File: src/rtl/wb_daq_pkg.sv
// Shared types and Wishbone constants for the DAQ DMA engine.
package wb_daq_pkg;

    typedef enum logic {
        ST_IDLE  = 1'b0,
        ST_BURST = 1'b1
    } state_e;

    localparam logic [2:0] CTI_CLASSIC = 3'b000;
    localparam logic [2:0] CTI_INCR    = 3'b010;
    localparam logic [2:0] CTI_EOB     = 3'b111;
    localparam logic [1:0] BTE_LINEAR  = 2'b00;

    function automatic int unsigned beat_count(
        input int unsigned bl,
        input int unsigned lvl,
        input int unsigned rem
    );
        int unsigned m;
        m = bl;
        if (lvl < m) m = lvl;
        if (rem < m) m = rem;
        return m;
    endfunction

endpackage

File: src/rtl/wb_daq_rr_arbiter.sv
// Round-robin arbiter: the search starts one past the last granted channel.
module wb_daq_rr_arbiter #(
    parameter int NUM_CH = 4
) (
    input  logic                      clk,
    input  logic                      rst_n,
    input  logic [NUM_CH-1:0]         req,
    input  logic                      advance,
    output logic [NUM_CH-1:0]         grant,
    output logic [$clog2(NUM_CH)-1:0] grant_idx
);
    localparam int IW = $clog2(NUM_CH);

    logic [IW-1:0] last_q;
    logic [IW-1:0] cand;
    logic          found;

    always_comb begin
        grant     = '0;
        grant_idx = '0;
        found     = 1'b0;
        cand      = '0;
        for (int k = 1; k <= NUM_CH; k++) begin
            cand = IW'((int'(last_q) + k) % NUM_CH);
            if (!found && req[cand]) begin
                found       = 1'b1;
                grant_idx   = cand;
                grant[cand] = 1'b1;
            end
        end
    end

    always_ff @(posedge clk or negedge rst_n) begin
        if (!rst_n) begin
            last_q <= IW'(NUM_CH - 1);
        end else if (advance && found) begin
            last_q <= grant_idx;
        end
    end

endmodule

File: src/rtl/wb_daq_dma_engine.sv
// Multi-channel DAQ DMA: drains per-channel FIFOs into memory rings
// with Wishbone incrementing write bursts.
module wb_daq_dma_engine
    import wb_daq_pkg::*;
#(
    parameter int NUM_CH    = 4,
    parameter int DW        = 32,
    parameter int AW        = 32,
    parameter int BURST_LEN = 4,
    parameter int LEN_W     = 16
) (
    input  logic                    wb_clk,
    input  logic                    wb_rst,
    input  logic [NUM_CH-1:0]       ch_enable,
    input  logic [NUM_CH*AW-1:0]    ch_base,
    input  logic [NUM_CH*LEN_W-1:0] ch_len,
    input  logic [NUM_CH*LEN_W-1:0] ch_level,
    input  logic [NUM_CH-1:0]       ch_flush,
    input  logic [NUM_CH*DW-1:0]    ch_data,
    output logic [NUM_CH-1:0]       ch_pop,
    input  logic [NUM_CH-1:0]       err_clr,
    output logic [NUM_CH-1:0]       ch_err,
    output logic [NUM_CH-1:0]       ch_wrap,
    output logic [NUM_CH*LEN_W-1:0] ch_wr_ptr,
    output logic [AW-1:0]           wb_adr_o,
    output logic [DW-1:0]           wb_dat_o,
    output logic [3:0]              wb_sel_o,
    output logic                    wb_we_o,
    output logic                    wb_cyc_o,
    output logic                    wb_stb_o,
    output logic [2:0]              wb_cti_o,
    output logic [1:0]              wb_bte_o,
    input  logic                    wb_ack_i,
    input  logic                    wb_err_i,
    input  logic                    wb_rty_i
);
    localparam int IW = $clog2(NUM_CH);
    localparam logic [LEN_W-1:0] BL = LEN_W'(BURST_LEN);

    logic [AW-1:0]    base_a  [NUM_CH];
    logic [LEN_W-1:0] len_a   [NUM_CH];
    logic [LEN_W-1:0] level_a [NUM_CH];
    logic [DW-1:0]    data_a  [NUM_CH];
    logic [LEN_W-1:0] ptr_q   [NUM_CH];

    state_e            state_q;
    logic [IW-1:0]     cur_q;
    logic [4:0]        beats_q;
    logic [NUM_CH-1:0] err_q;
    logic [NUM_CH-1:0] req;
    logic [NUM_CH-1:0] grant;
    logic [IW-1:0]     gnt_idx;
    logic [LEN_W-1:0]  rem_g;

    logic in_burst;
    logic last_beat;
    logic ack_ok;
    logic err_hit;
    logic rty_hit;
    logic wrap_now;
    logic advance;

    for (genvar i = 0; i < NUM_CH; i++) begin : g_ch
        assign base_a[i]  = ch_base[i*AW +: AW];
        assign len_a[i]   = ch_len[i*LEN_W +: LEN_W];
        assign level_a[i] = ch_level[i*LEN_W +: LEN_W];
        assign data_a[i]  = ch_data[i*DW +: DW];
        assign ch_wr_ptr[i*LEN_W +: LEN_W] = ptr_q[i];

        assign req[i] = ch_enable[i] && !err_q[i] && (len_a[i] != '0) &&
                        ((level_a[i] >= BL) ||
                         (ch_flush[i] && (level_a[i] != '0)));

        assign ch_pop[i]  = ack_ok && (cur_q == IW'(i));
        assign ch_wrap[i] = wrap_now && (cur_q == IW'(i));
    end

    wb_daq_rr_arbiter #(
        .NUM_CH (NUM_CH)
    ) u_arb (
        .clk       (wb_clk),
        .rst_n     (wb_rst),
        .req       (req),
        .advance   (advance),
        .grant     (grant),
        .grant_idx (gnt_idx)
    );

    assign in_burst  = (state_q == ST_BURST);
    assign last_beat = (beats_q == 5'd1);
    assign advance   = (state_q == ST_IDLE) && (|grant);

    // err wins over ack; rty only counts when neither is present
    assign err_hit = in_burst && wb_err_i;
    assign ack_ok  = in_burst && wb_ack_i && !wb_err_i;
    assign rty_hit = in_burst && wb_rty_i && !wb_err_i && !wb_ack_i;

    assign wrap_now = ack_ok && (ptr_q[cur_q] >= len_a[cur_q] - LEN_W'(1));

    // a ring shrunk below the pointer still moves one word before wrapping
    assign rem_g = (ptr_q[gnt_idx] < len_a[gnt_idx]) ?
                   (len_a[gnt_idx] - ptr_q[gnt_idx]) : LEN_W'(1);

    always_ff @(posedge wb_clk or negedge wb_rst) begin
        if (!wb_rst) begin
            state_q <= ST_IDLE;
            cur_q   <= '0;
            beats_q <= '0;
        end else begin
            case (state_q)
                ST_IDLE: begin
                    if (advance) begin
                        state_q <= ST_BURST;
                        cur_q   <= gnt_idx;
                        beats_q <= 5'(beat_count(BURST_LEN,
                                                 32'(level_a[gnt_idx]),
                                                 32'(rem_g)));
                    end
                end
                ST_BURST: begin
                    if (err_hit || rty_hit || (ack_ok && last_beat)) begin
                        state_q <= ST_IDLE;
                    end else if (ack_ok) begin
                        beats_q <= beats_q - 5'd1;
                    end
                end
                default: state_q <= ST_IDLE;
            endcase
        end
    end

    always_ff @(posedge wb_clk or negedge wb_rst) begin
        if (!wb_rst) begin
            for (int i = 0; i < NUM_CH; i++) ptr_q[i] <= '0;
        end else begin
            for (int i = 0; i < NUM_CH; i++) begin
                if (ch_pop[i]) begin
                    ptr_q[i] <= ch_wrap[i] ? '0 : ptr_q[i] + LEN_W'(1);
                end else if (!ch_enable[i] &&
                             !(in_burst && cur_q == IW'(i))) begin
                    ptr_q[i] <= '0;
                end
            end
        end
    end

    always_ff @(posedge wb_clk or negedge wb_rst) begin
        if (!wb_rst) begin
            err_q <= '0;
        end else begin
            for (int i = 0; i < NUM_CH; i++) begin
                if (err_hit && cur_q == IW'(i)) begin
                    err_q[i] <= 1'b1;
                end else if (err_clr[i]) begin
                    err_q[i] <= 1'b0;
                end
            end
        end
    end

    assign ch_err   = err_q;
    assign wb_cyc_o = in_burst;
    assign wb_stb_o = in_burst;
    assign wb_we_o  = in_burst;
    assign wb_sel_o = in_burst ? 4'hF : 4'h0;
    assign wb_bte_o = BTE_LINEAR;
    assign wb_cti_o = !in_burst ? CTI_CLASSIC :
                      (last_beat ? CTI_EOB : CTI_INCR);
    assign wb_adr_o = in_burst ?
                      (base_a[cur_q] + (AW'(ptr_q[cur_q]) << 2)) : '0;
    assign wb_dat_o = in_burst ? data_a[cur_q] : '0;

endmodule

File: config.mk
export PLATFORM = sky130hd
export DESIGN_NAME = wb_daq_dma_engine
export DESIGN_NICKNAME = d
export VERILOG_FILES = /design/src/rtl/wb_daq_pkg.sv /design/src/rtl/wb_daq_rr_arbiter.sv /design/src/rtl/wb_daq_dma_engine.sv
export SDC_FILE = /design/constraint.sdc
export NUM_CORES = 1
export LEC_CHECK = 0
export ABC_AREA = 1
export CORE_AREA = 2 2 213 215
export CTS_BUF_LIST = sky130_fd_sc_hd__clkbuf_4
export CTS_CLUSTER_SIZE = 40
export DETAILED_ROUTE_END_ITERATION = 8
export DIE_AREA = 0 0 215 217
export PLACE_DENSITY_LB_ADDON = 0.12
export SYNTH_ARGS = -nofsm -noshare
export SYNTH_HDL_FRONTEND = slang
export SYNTH_SLANG_ARGS = --single-unit
File: constraint.sdc
create_clock -name wb_clk -period 9.3 [get_ports wb_clk]
set_input_delay 2.325 -clock wb_clk [delete_from_list [all_inputs] [get_ports wb_clk]]
set_output_delay 2.325 -clock wb_clk [all_outputs]
set_load 0.01 [all_outputs]
# [Word level (Yosys, flattened, before mapping)]
# Cells that the tools add are included.
[classes] n_addsub=12 multipliers=0 div_mod_pow=0 n_lt_le_gt_ge=18 eq_ne=7 n_shift=0 muxes=86 bitwise_logic=6 reduce_logical=96
[ops] cell="two-way mux 16 bit" n=24
[ops] cell="two-way mux 32 bit" n=8
[ops] cell="binary-select mux 16 bit (select 2 bit)" n=5
[ops] cell="binary-select mux 32 bit (select 2 bit)" n=2
[ops] cell="nonzero test 16 bit" n=8
[ops] cell="adder 16 x 1 -> 16 bit, second input constant" n=4
[ops] cell=">= comparator 16 x 3 -> 1 bit, second input constant" n=4
[ops] cell="logical AND 1 bit" n=53
[ops] cell="adder 32 x 18 -> 32 bit" n=1
[ops] cell="< comparator 16 x 32 -> 1 bit" n=1
[ops] cell="two-way mux 1 bit" n=22
[ops] cell="two-way mux 4 bit" n=5
[ops] cell="two-way mux 5 bit" n=4
[ops] cell="zero test 1 bit" n=17
[ops] cell=">= comparator 16 bit" n=1
[ops] cell="< comparator 16 bit" n=1
[ops] cell="< comparator 16 x 3 -> 1 bit, second input constant" n=1
[ops] cell="nonzero test 2 bit" n=8
[ops] cell="subtractor 16 x 1 -> 16 bit, second input constant" n=1
[ops] cell="subtractor 16 bit" n=1
[ops] cell="< comparator 2 x 3 -> 1 bit, second input constant" n=4
[ops] cell="bitwise OR 4 bit" n=3
[ops] cell="case mux 5 bit (2 select lines)" n=1
[ops] cell="binary-select mux 1 bit (select 2 bit)" n=4
[ops] cell="21 further kinds" n=42
[word_totals] register_bits=78 latch_bits=0 ram_bits=0 rom_bits=0 inputBits=401 out_inout_bits=152 wordCells=237 n_memories=0

# [Longest topological paths before layout]
[depth] word_depth=28 ltp_mapped=51 depth_no_buf=48

# [Modules after synthesis]
# A second synthesis with hierarchy kept.
[unflattened] hier_cells=1749 hier_area_um2=11284.6
[modules_own_cells] module="wb_daq_dma_engine" n_inst=1 cells_per_inst=1658 area_per_inst_um2=10607.7 seq_area_each_um2=1901.8
[modules_own_cells] module="wb_daq_rr_arbiter" n_inst=1 cells_per_inst=91 area_per_inst_um2=676.9 seq_area_each_um2=52.6

# [Worst setup path before layout]
# OpenSTA, ideal clock, no wires.
[synth_path] kind="input to register" from="in ch_level[35]" to="reg beats_q[1]" setup_ns=0.117 arrival_time_ns=7.830 t_required_ns=9.183 slack_ns=1.353 path_stages=46 path_buffers=3 cell_sequence="or2_1 nor2_2 nand3_1 nand4_1 nand3_2 nand2_2 nand2_1 nand3_2 nand3_2 buf_6 clkinv_2 clkbuf_1 clkbuf_1 a21oi_1 a22oi_1 ha_1 nand2_1 nand2_1 (+10 left out) a21oi_1 o21bai_1 nand2_1 inv_1 or2_2 a21oi_1 nor2_1 o21ai_0 nand2_1 xor2_1 nor2_1 ha_1 nand4_1 o221a_2 nand3_1 nand3_1 nand2_1 nand2_1"
[synth_between] elab_chain_cells=28 word_cells_on_any_way=58 classes_between="add/sub (1); order compare (4); eq/ne (1); mux (35); bitwise (4); reduce/logical (13)"
[synth_rtl] element="start, declared" line="wb_daq_dma_engine.sv:17" text="input logic [NUM_CH*LEN_W-1:0] ch_level,"
[synth_rtl] element="branches (longest 28 deep; another with >= comparator 16 x 3 -> 1 bit)"
[synth_rtl] element="end signal, assigned" line="wb_daq_dma_engine.sv:115" text="beats_q <= 5'(beat_count(BURST_LEN,"
[synth_rtl] element="end signal, assigned" line="wb_daq_dma_engine.sv:124" text="beats_q <= beats_q - 5'd1;"
[synth_rtl] element="end, declared" line="wb_daq_dma_engine.sv:48" text="logic [4:0] beats_q;"
# Several ways; the timed one is not identified. The select of a mux whose other input is x is not followed.
# A chain may end at the register's enable or synchronous reset.

# [Worst setup path in the final report]
[layout_path] from="in ch_len[52]" to="out ch_wrap[3]"
[layout_between] elab_chain_cells=7
[layout_rtl] element="start, declared" line="wb_daq_dma_engine.sv:16" text="input logic [NUM_CH*LEN_W-1:0] ch_len,"
[layout_rtl] element="binary-select mux 16 bit (select 2 bit)" line="wb_daq_dma_engine.sv:98" text="assign wrap_now = ack_ok && (ptr_q[cur_q] >= len_a[cur_q] - LEN_W'(1));"
[layout_rtl] element="two-way mux 16 bit (implied by the code) (2 in a row)" line="wb_daq_dma_engine.sv:98"
[layout_rtl] element="subtractor 16 x 1 -> 16 bit" line="wb_daq_dma_engine.sv:98"
[layout_rtl] element=">= comparator 16 bit" line="wb_daq_dma_engine.sv:98"
[layout_rtl] element="logical AND 1 bit" line="wb_daq_dma_engine.sv:98"
[layout_rtl] element="logical AND 1 bit" line="wb_daq_dma_engine.sv:75" text="assign ch_wrap[i] = wrap_now && (cur_q == IW'(i));"
[layout_rtl] element="end, declared" line="wb_daq_dma_engine.sv:23" text="output logic [NUM_CH-1:0] ch_wrap,"
# Every way passes these cells. The select of a mux whose other input is x is not followed.

==> results.md <==
- CP required: ~7.0 ns
- Met2 GRT Util: between 30% and 40%
- Antenna violations before repair: 2
- Gpl congestion: 0.901
- Total wire length: 61.5 mm
- First-pass GRT wire length: around 90 mm
- Fillcell total: 4758
- Nature of the critical path endpoint: output pin
- I/O Buffers: 550
- Top-level I/O count: 553
- Residual DRC: 0
- Slew HR: slightly above 10%
- Die Wd: 215 um
- Die Span Y: 217 um
- Max-cap violations: 0
- Final period util: a little over nine tenths
- Hold WC Path Type: flip-flop to flip-flop
- Layout Skew: 0.0242 ns
- Syn Inst Count: 1669
- Max frequency: 0.112 GHz
- Starting Density: 24.3%
- Multi-input logic area: roughly 0.0080 sq mm
- Synth Cell Area: 0.0109 sq mm
- First-iteration detailed-routing DRC count: 1577
- Num rows: 78
- Hpwl dp: about 50 mm
- Vias in the first global route: 13900
- Setup violators final: 0
- Total grt overflow: 0
- DRT antenna net count: 0
- Asr flop ratio synth: 100%
- Wire per inst: 22.0 um
- Area of the core: 0.0447 sq mm
- Crit-path max FO: 3
- Synth unique cells: 60
- Arr. time, crit path: 6.62 ns
- Max-slew violation count: 0
- WS Path Type: input pin to output pin
- Min Tclk post-route: 8.95 ns
- Clk root buf: clkbuf_4
- CTS Buffer Depth: 2
- Global Route met1 Usage: a little over a third
- Vias: approximately 14000
- Hold Vio Cnt, Final: 0
- Synthesis Warnings: 0
- Worst Tran Pin Value: between 1 and 1.5 ns
- CTS buffer count: 9
- CTS tree: done
- Sequential-to-total area share from yosys stat: 18.0%
- TritonCTS Sinks: 78
- EDFF count, synth: 0
- Clk_lat worst skew: 0.47 ns
- Global route hottest layer: met2
- Result of the run: complete, no violations
- Seq. cell area: 0.00195 sq mm
- CP most frequent cell: nand3_1
- Syn avg cell area: roughly 6.5 sq um
- Setup TNS Final: 0 ns
- Postcts setup bufs: 0
- Layout cells sized above 1: 5.05%
- R2r startpoint: u_arb.last_q[1]$_DFFE_PN1P_
- Critical Path Max Stage Delay: roughly 0.47 ns
- Final Net Count: around 2700
- Met3 usage: under 10%
- CTS H-tree lvls: 3
- #FFs+latches synth: 78
- Largest net degree at the start of global routing: 91
- Drt pass-1 iters: 6
- Worst-path clk slew: 0.13 ns
- Worst hold start: beats_q[2]$_DFFE_PN0P_
- Total GRT Usage: about a quarter
- Synth-to-Final Area Change: 59.6%
- Total die area: about 0.047 sq mm
- Vias per cell: about 5.2
- RSZ-0062 raised after global routing: false
- Nature of the critical path startpoint: input pin
- Synth Flop Type: dfrtp_1
- Cells along the critical path: clkdlybuf4s50_1, a22o_1, a221oi_1, buf_4, nand3_1, nor2_2, nand3_1, nor2_1, nand3_1, nor3b_2, xor2_2, ha_1, nand2_1, inv_1, nand3_1, inv_1, a21oi_1, nand3_2, buf_4, nand2_1, inv_1, clkdlybuf4s50_1
- Crit path launch: ch_len[52]
- CP max-delay cell: clkdlybuf4s50_1
cell type report:
cell class	instances	share of cell area (%)
inverters	174	3.78
multi-input cells	1339	46.1
clock buffers	10	0.433
repair buffers	590	33.7
clock inverters	6	0.346
diodes	5	0.0722
flip-flops and latches	78	11.3
well taps	600	4.33
critical path, delay by kind of cell:
kind	cells	cell delay, ns
buffers and inverters	7	1.51
AND/OR/NAND/NOR	10	1.46
AO/OA/AOI/OAI	3	0.78
adder cells (fa/ha/maj)	1	0.29
XOR/XNOR	1	0.25
cell usage after synthesis, drive strengths merged (56+ instances only):
library cell    n  share of area, %
ha             78               9.0
a22oi         136               9.4
o22ai          75               4.3
dfrtp          76                18
xor2           56               4.5
a21oi         169               7.9
nand3          87               4.4
nor2          177               6.3
clkbuf         65               2.2
inv           171               5.9
o21ai          80               3.8
nand2         285                10
per-stage QoR:
| step | setup slack (ns) | cells | util, % | hold WS [ns] | area, sq um |
|---|---|---|---|---|---|
| global placement | 0.118 | 2781 | 38.3 | 0.494 | 17100 |
| global route | 0.0224 | 2802 | 38.8 | 0.567 | 17300 |
| CTS | 0.0810 | 2797 | 38.6 | 0.532 | 17200 |
| detailed placement | 0.0874 | 2781 | 38.3 | 0.499 | 17100 |
| finish | 0.353 | 2802 | 38.8 | 0.536 | 17300 |
| floorplan | 1.35 | 1682 | - | 0.471 | 10900 |
state kept, by name, summed over array words and instances (netlist names):
signal and flops:
cur_q 2, wb_cyc_o 1, u_arb.last_q 2, beats_q 5, ch_wr_ptr 64, ch_err 4
kinds of logic after synthesis:
| logic type | Yosys count | share of synthesized area [%] |
|---|---|---|
| AOI/OAI and AO/OA | 540 | 31.8 |
| xor gates and xnor gates | 67 | 5.40 |
| adders and majority gates | 80 | 9.35 |
| buffers and inverters | 265 | 9.77 |
| DFF | 78 | 18.0 |
| other | 2 | 0.0691 |
| and+or+nand+nor | 637 | 25.6 |
cell usage in the layout, fill, tap and decap left out, drive strengths merged, types with 2 or more instances in the layout:
master and instances:
clkbuf 10, clkinv 5, nor3b 4, inv 173, a22o 15, ha 78
a32oi 4, a211oi 3, nand3 87, o31ai 2, xor2 56, dfrtp 76
a31oi 2, nor2 177, a22oi 136, o22ai 75, o21bai 2, diode 5
o221ai 5, or2 5, nor4 10, a21oi 169, buf 41, a221oi 32
o21ai 80, dlymetal6s2s 5, conb 15, xnor2 11, o32ai 6, dfstp 2
and2 8, o21a 4, fa 2, clkdlybuf4s50 544, nand2 285, nor3 31
nand4 28
final timing paths:
check	slack [ns]	to	cells after the start
worst max-delay path	0.35	ch_wrap[3]	22
worst min-delay path	0.54	beats_q[2]$_DFFE_PN0P_	2
worst max register to register	2.44	beats_q[1]$_DFFE_PN0P_	44
worst min register to register	0.54	beats_q[2]$_DFFE_PN0P_	2
max in group asynchronous	6.44	cur_q[0]$_DFFE_PN0P_	2
min in group asynchronous	1.73	ch_wr_ptr[24]$_DFFE_PN0P_	1
per-layer routing:
metal / routed length, um / vias up
li1: - / 6964
met2: 26800 / 651
met1: 28900 / 6802
met3: 4920 / 58
met5: 13 / -
met4: 834 / 2
what timing repair did:
action                                  4_1_cts  5_1_grt
hold buffers                                  0        0
gates resized for setup                       0       19
endpoints found under the setup margin        0       18
Power is left out: the tool's default activity adds up to more than one toggle a clock period on the data nets, which glitch-free logic cannot reach.
